**src/rtl/timer_cfg_seq_if.sv**
```systemverilog
// Timer register bus shared between the configuration sequencer and the timer.
interface timer_cfg_seq_if;
  logic       write;
  logic       read;
  logic [1:0] addr;
  logic [7:0] wdata;
  logic [7:0] rdata;
  logic       sel;

  modport master (output write, output read, output addr, output wdata,
                  output sel, input rdata);
  modport slave  (input write, input read, input addr, input wdata,
                  input sel, output rdata);
endinterface

```
**src/rtl/timer_cfg_seq.sv**
```systemverilog
// Timer configuration sequencer: stops the timer, programs timer1/timer2,
// reads both back, retries the whole sequence on a readback mismatch and
// finally writes the run bit (or the stopped value on repeated failure).
module timer_cfg_seq #(
  parameter int         RETRY_MAX   = 2,
  parameter logic [7:0] RUN_DEFAULT = 8'h00
) (
  input  logic             clk,
  input  logic             rst_n,
  input  logic             start,
  input  logic [7:0]       cfg_t1,
  input  logic [7:0]       cfg_t2,
  input  logic             cfg_run,
  input  logic             cfg_sel,
  timer_cfg_seq_if.master  bus,
  output logic             busy,
  output logic             done,
  output logic             err
);

  typedef enum logic [3:0] {
    S_IDLE, S_STOP_W, S_T1_W, S_T2_W, S_T1_R, S_T2_R, S_RUN_W, S_ABORT_W, S_FIN
  } state_t;

  typedef enum logic [1:0] {
    PH_SETUP, PH_STROBE, PH_RECOVER
  } phase_t;

  localparam logic [2:0] RMAX = 3'(RETRY_MAX);

  state_t     state, state_nxt;
  phase_t     phase, phase_nxt;
  logic [2:0] retry_cnt;
  logic       mis;
  logic       sel_q;
  logic       err_q;

  logic [7:0] cap_t1, cap_t2;
  logic       cap_run, cap_sel;

  logic       accept;
  logic       retry_go;
  logic       wr_c, rd_c, busy_c, done_c;
  logic [1:0] addr_c;
  logic [7:0] wdata_c;
  logic       acc_wr;
  logic [1:0] acc_addr;
  logic [7:0] acc_wdata;
  logic [7:0] rd_expect;

  assign accept    = (state == S_IDLE) && start;
  assign rd_expect = (state == S_T1_R) ? cap_t1 : cap_t2;

  // State and access-phase register
  always_ff @(posedge clk or negedge rst_n) begin
    if (!rst_n) begin
      state <= S_IDLE;
      phase <= PH_SETUP;
    end else begin
      state <= state_nxt;
      phase <= phase_nxt;
    end
  end

  // Next-state sequencing and bus/status outputs
  always_comb begin
    state_nxt = state;
    phase_nxt = phase;
    retry_go  = 1'b0;
    busy_c    = 1'b0;
    done_c    = 1'b0;
    wr_c      = 1'b0;
    rd_c      = 1'b0;
    addr_c    = 2'b00;
    wdata_c   = 8'h00;
    acc_wr    = 1'b0;
    acc_addr  = 2'b00;
    acc_wdata = 8'h00;

    // Address, data and direction of the access owned by the current state
    case (state)
      S_STOP_W:  begin acc_wr = 1'b1; acc_addr = 2'b00; acc_wdata = RUN_DEFAULT;      end
      S_T1_W:    begin acc_wr = 1'b1; acc_addr = 2'b01; acc_wdata = cap_t1;           end
      S_T2_W:    begin acc_wr = 1'b1; acc_addr = 2'b10; acc_wdata = cap_t2;           end
      S_T1_R:    begin acc_wr = 1'b0; acc_addr = 2'b01;                               end
      S_T2_R:    begin acc_wr = 1'b0; acc_addr = 2'b10;                               end
      S_RUN_W:   begin acc_wr = 1'b1; acc_addr = 2'b00; acc_wdata = {7'b0, cap_run};  end
      S_ABORT_W: begin acc_wr = 1'b1; acc_addr = 2'b00; acc_wdata = RUN_DEFAULT;      end
      default:   begin acc_wr = 1'b0; acc_addr = 2'b00; acc_wdata = 8'h00;            end
    endcase

    case (state)
      S_IDLE: begin
        if (start) begin
          state_nxt = S_STOP_W;
          phase_nxt = PH_SETUP;
        end
      end
      S_FIN: begin
        done_c    = 1'b1;
        state_nxt = S_IDLE;
      end
      default: begin
        busy_c = 1'b1;
        case (phase)
          PH_SETUP: begin
            addr_c    = acc_addr;
            wdata_c   = acc_wdata;
            phase_nxt = PH_STROBE;
          end
          PH_STROBE: begin
            addr_c    = acc_addr;
            wdata_c   = acc_wdata;
            wr_c      = acc_wr;
            rd_c      = !acc_wr;
            phase_nxt = PH_RECOVER;
          end
          default: begin
            // RECOVER: bus idle, decide where the next access goes
            phase_nxt = PH_SETUP;
            case (state)
              S_STOP_W: state_nxt = S_T1_W;
              S_T1_W:   state_nxt = S_T2_W;
              S_T2_W:   state_nxt = S_T1_R;
              S_T1_R, S_T2_R: begin
                if (mis) begin
                  if (retry_cnt < RMAX) begin
                    retry_go  = 1'b1;
                    state_nxt = S_STOP_W;
                  end else begin
                    state_nxt = S_ABORT_W;
                  end
                end else begin
                  state_nxt = (state == S_T1_R) ? S_T2_R : S_RUN_W;
                end
              end
              S_RUN_W:   state_nxt = S_FIN;
              S_ABORT_W: state_nxt = S_FIN;
              default:   state_nxt = S_IDLE;
            endcase
          end
        endcase
      end
    endcase
  end

  // Retry count, readback mismatch flag, clock select and error flag
  always_ff @(posedge clk or negedge rst_n) begin
    if (!rst_n) begin
      retry_cnt <= 3'd0;
      mis       <= 1'b0;
      sel_q     <= 1'b0;
      err_q     <= 1'b0;
    end else begin
      if (accept) begin
        retry_cnt <= 3'd0;
        err_q     <= 1'b0;
      end else if (retry_go) begin
        retry_cnt <= retry_cnt + 3'd1;
      end
      if (rd_c)
        mis <= (bus.rdata != rd_expect);
      if (state == S_STOP_W && phase == PH_RECOVER)
        sel_q <= cap_sel;
      if (state == S_ABORT_W && phase == PH_RECOVER)
        err_q <= 1'b1;
    end
  end

  // Configuration snapshot taken when a request is accepted
  always_ff @(posedge clk) begin
    if (accept) begin
      cap_t1  <= cfg_t1;
      cap_t2  <= cfg_t2;
      cap_run <= cfg_run;
      cap_sel <= cfg_sel;
    end
  end

  assign bus.write = wr_c;
  assign bus.read  = rd_c;
  assign bus.addr  = addr_c;
  assign bus.wdata = wdata_c;
  assign bus.sel   = sel_q;
  assign busy      = busy_c;
  assign done      = done_c;
  assign err       = err_q;

endmodule
```
**src/flat_wrapper.sv**
```systemverilog
// flat-port wrapper written by rule: the top's interface ports become plain ports
module timer_cfg_seq_flat 
#(
  parameter int         RETRY_MAX   = 2,
  parameter logic [7:0] RUN_DEFAULT = 8'h00
)
  (clk, rst_n, start, cfg_t1, cfg_t2, cfg_run, cfg_sel, busy, done, err, bus_write, bus_read, bus_addr, bus_wdata, bus_sel, bus_rdata);
  timer_cfg_seq_if bus_i ();
  input  logic clk;
  input  logic rst_n;
  input  logic start;
  input  logic [7:0] cfg_t1;
  input  logic [7:0] cfg_t2;
  input  logic cfg_run;
  input  logic cfg_sel;
  output logic busy;
  output logic done;
  output logic err;
  output wire logic [$bits(bus_i.write)-1:0] bus_write;
  output wire logic [$bits(bus_i.read)-1:0] bus_read;
  output wire logic [$bits(bus_i.addr)-1:0] bus_addr;
  output wire logic [$bits(bus_i.wdata)-1:0] bus_wdata;
  output wire logic [$bits(bus_i.sel)-1:0] bus_sel;
  input wire logic [$bits(bus_i.rdata)-1:0] bus_rdata;
  assign bus_write = bus_i.write;
  assign bus_read = bus_i.read;
  assign bus_addr = bus_i.addr;
  assign bus_wdata = bus_i.wdata;
  assign bus_sel = bus_i.sel;
  assign bus_i.rdata = bus_rdata;
  timer_cfg_seq #(.RETRY_MAX(RETRY_MAX), .RUN_DEFAULT(RUN_DEFAULT)) u_core (.clk(clk), .rst_n(rst_n), .start(start), .cfg_t1(cfg_t1), .cfg_t2(cfg_t2), .cfg_run(cfg_run), .cfg_sel(cfg_sel), .bus(bus_i), .busy(busy), .done(done), .err(err));
endmodule
```
**config.mk**
```make
export PLATFORM = sky130hd
export DESIGN_NAME = timer_cfg_seq_flat
export DESIGN_NICKNAME = d
export VERILOG_FILES = /design/src/rtl/timer_cfg_seq_if.sv /design/src/rtl/timer_cfg_seq.sv /design/src/flat_wrapper.sv
export SDC_FILE = /design/constraint.sdc
export NUM_CORES = 1
export LEC_CHECK = 0
export ABC_AREA = 1
export BUFFER_PORTS_ARGS = -buffer_cell sky130_fd_sc_hd__buf_4
export CAP_MARGIN = 25
export CORE_ASPECT_RATIO = 1.25
export CORE_MARGIN = 2
export CORE_UTILIZATION = 47
export CTS_CLUSTER_SIZE = 16
export DETAILED_ROUTE_END_ITERATION = 6
export MAX_ROUTING_LAYER = met4
export PLACE_DENSITY = 0.8
export RECOVER_POWER = 100
export SLEW_MARGIN = 10
export SYNTH_ARGS = -nofsm -noshare
export SYNTH_HDL_FRONTEND = slang
export SYNTH_SLANG_ARGS = --single-unit
export TNS_END_PERCENT = 5
```
**constraint.sdc**
```tcl
create_clock -name clk -period 2.7 [get_ports clk]
set_input_delay 0.27 -clock clk [delete_from_list [all_inputs] [get_ports clk]]
set_output_delay 0.27 -clock clk [all_outputs]
set_load 0.005 [all_outputs]
```
==> impl_results.md <==
* Outcome: finished, final reports clean
* Hold/Removal Path Class: primary input to flip-flop
* Top area cells in the synthesized netlist: edfxtp_1, dfrtp_1, nand2_1
* Total track usage at 20.0%
* Synth cell types at 26
* Final Setup Violations at 0
* Commonest cells post-synth: nand2_1, inv_1, nand3_1, edfxtp_1, nor2_1
* Area growth syn-to-layout at 25.0%
* Synth warnings at 0
* Max Cap Viol at 0
* Wirelength per Cell at 12.2 µm
* RSZ-0062 raised after global routing: false
* Final antenna-violating net count at 0
* Setup tns final at 0 ns
* Total power draw at 0.00185 W
* EDFF count, synth at 18
* Peak VDD IR at 0.555 mV
* Yosys top cell area share at 32.4%
* Worst-Margin Slew at 1.17 ns
* Simple-gate share of the synthesized area at 30.2%
* Pre-antenna DRT Iters at 4
* Clock buffer depth at 2
* Largest net degree at the start of global routing at 23
* CTS root buf: clkbuf_8
* Post-Synthesis Cell Area at 0.00167 mm²
* Die Width at 57.3 µm
* Final cycle utilization of the critical path at 89.6%
* Final Hold Viols at 0
* Row Count at 24
* Drt first-iter violations at 78
* Worst Skew at 0.00655 ns
* GP Congestion at 0.892
* CTS tree: done
* Post-DP HPWL at 2.76 mm
* Initial core utilization at 48.3%
* CTS buffer count at 5
* Critical Path AT at 2.15 ns
* Slew margin rel. at 21.8%
* Final worst path period need at 2.42 ns
* Avg Synthesized Cell Area at 8.01 µm²
* Sequential fraction of the synthesis area at 50.5%
* Yosys reg bits at 30
* Pins Over Slew Limit at 0
* DR DRC count at 0
* Synth Flop Type: edfxtp_1
* PwrDens at 886 mW/mm²
* Crit-path max FO at 14
* Worst setup EP type: primary output
* FFs w/ async S/R, synth at 40.0%
* Synth Area in XOR/XNOR at 0.526%
* Clk sink count at 30
* CTS clk-pin slew, worst paths at 0.06 ns
* Slowest cell on crit path: nor2_1
* Setup crit start kind: flip-flop
* Vias in the first global route at 1384
* WP data required at 2.43 ns
* Multiplexer share of the synthesized area at 0%
* Die H at 70.6 µm
* Post-Syn Nets at 238
* Port Buf Inserts at 44
* Antenna diode instance count at 0
* Largest family of logic cells by synthesized area: simple AND/OR/NAND/NOR gates
* Fraction of layout cells with a size suffix above 1 at 20.9%
* Core area at 0.00345 mm²
* Total length of routed wires at 3.62 mm
* Worst setup path category: flip-flop to primary output
* Top Ports at 45
* H-tree level count at 2
* Cell with the most instances after synthesis: nand2_1
* Antenna violations before repair at 0
* Slowest stage delay, CP at 0.70 ns
* Routed vias/inst at 5.03
* Die area at 0.00404 mm²
* Compound-gate portion of the synthesized area at 8.78%
* Synth Area in Adders at 0.751%
* Cells along the critical path: nor2_1 -> nand2_2 -> a21oi_1 -> buf_4
* Final #Nets at 287
* Pleak at 1.03 nW
* Leading area contributor after synthesis: edfxtp_1
* FILL cells at 289
* Worst-skew pair later-pin latency at 0.28 ns
* Cells after Synth at 208
* First-pass GRT wire length at 5.97 mm
* Fmax at 413 MHz
* Grt ovf at 0
* Post-cts repair resize count at 0
* DR vias at 1493
## final timing paths
kind / from / endpoint / slack [ns] / cells after the start
max in group asynchronous: rst_n / u_core.retry_cnt[2]$_DFFE_PN0P_ / 1.70 / 2
max reg2reg: u_core.state[0]$_DFFE_PN0P_ / u_core.mis$_DFFE_PN0P_ / 0.50 / 10
max: u_core.state[0]$_DFFE_PN0P_ / bus_addr[0] / 0.28 / 4
min reg2reg: u_core.state[3]$_DFFE_PN0P_ / u_core.state[3]$_DFFE_PN0P_ / 0.51 / 2
min in group asynchronous: rst_n / u_core.retry_cnt[1]$_DFFE_PN0P_ / 0.56 / 2
min: cfg_t2[0] / u_core.cap_t2[0]$_DFFE_PP_ / 0.18 / 1
## area by class of cell
class                   count  area [µm²]  area share (%)
flip-flops and latches     30         841            40.4
clock inverters             2        8.76           0.420
multi-input cells         141         648            31.1
inverters                  33         124            5.95
repair buffers             46         340            16.3
clock buffers               6        72.6            3.48
well taps                  39        48.8            2.34
## cells by family after synthesis
kind of cell | after synthesis
AND/OR/NAND/NOR | 112
buffers and inverters | 37
flip-flops | 30
AO/OA/AOI/OAI | 27
XOR/XNOR | 1
adder cells (fa/ha/maj) | 1
## sequential cells by signal, indices dropped and copies added, names as in the netlist
signal / flops
u_core.phase: 2
u_core.err: 1
u_core.mis: 1
u_core.cap_run: 1
u_core.bus.sel: 1
u_core.cap_sel: 1
u_core.cap_t2: 8
u_core.state: 4
u_core.cap_t1: 8
u_core.retry_cnt: 3
## layer usage
metal,track usage [%],wire length [µm],vias up
met5,-,0,-
met3,5.12,230,5
met2,33.5,1780,61
li1,-,-,770
met4,7.75,58,0
met1,22.9,1550,657
## cell usage in the layout (no fill, tap or decap), drive strengths merged
master	instances
a21oi	13
a31oi	2
buf	12
clkbuf	39
clkinv	2
dfrtp	12
dlygate4sd3	1
edfxtp	18
ha	1
inv	33
nand2	66
nand3	22
nand3b	4
nand4	1
nor2	17
nor3	2
o21ai	10
o221ai	1
o22ai	1
xor2	1
## critical path, delay by kind of cell, from the launching register on
kind,cells,cell delay [ns]
flops,1,0.44
buf+inv,1,0.13
compound gates,1,0.24
simple gates,2,1.05
## where the power goes
part	total, W	switching, W	internal, W	leakage, nW
Combinational	0.000783	0.000486	0.000297	0.669
Clock	0.000337	0.000160	0.000177	0.0426
Sequential	0.000726	0.0000954	0.000631	0.320
## metrics by stage
| step | cells | util (%) | area (µm²) | setup WS (ns) | hold WS [ns] |
|---|---|---|---|---|---|
| 3_5_place_dp | 288 | 58.7 | 2030 | 0.887 | 0.121 |
| 4_1_cts | 297 | 61.3 | 2120 | 0.571 | 0.157 |
| 6_report | 297 | 60.3 | 2080 | 0.280 | 0.184 |
| 3_3_place_gp | 288 | 58.7 | 2030 | 0.881 | 0.119 |
| 2_1_floorplan | 208 | - | 1670 | 0.154 | -0.0256 |
| 5_1_grt | 297 | 60.3 | 2080 | 0.174 | 0.177 |
## timing repair
| action | in CTS | in global routing |
|---|---|---|
| hold buffers | 1 | 0 |
| hold endpoints to repair | 12 | 0 |
| setup buffers | 0 | 0 |
No activity file was read; power rests on OpenSTA's default activity.
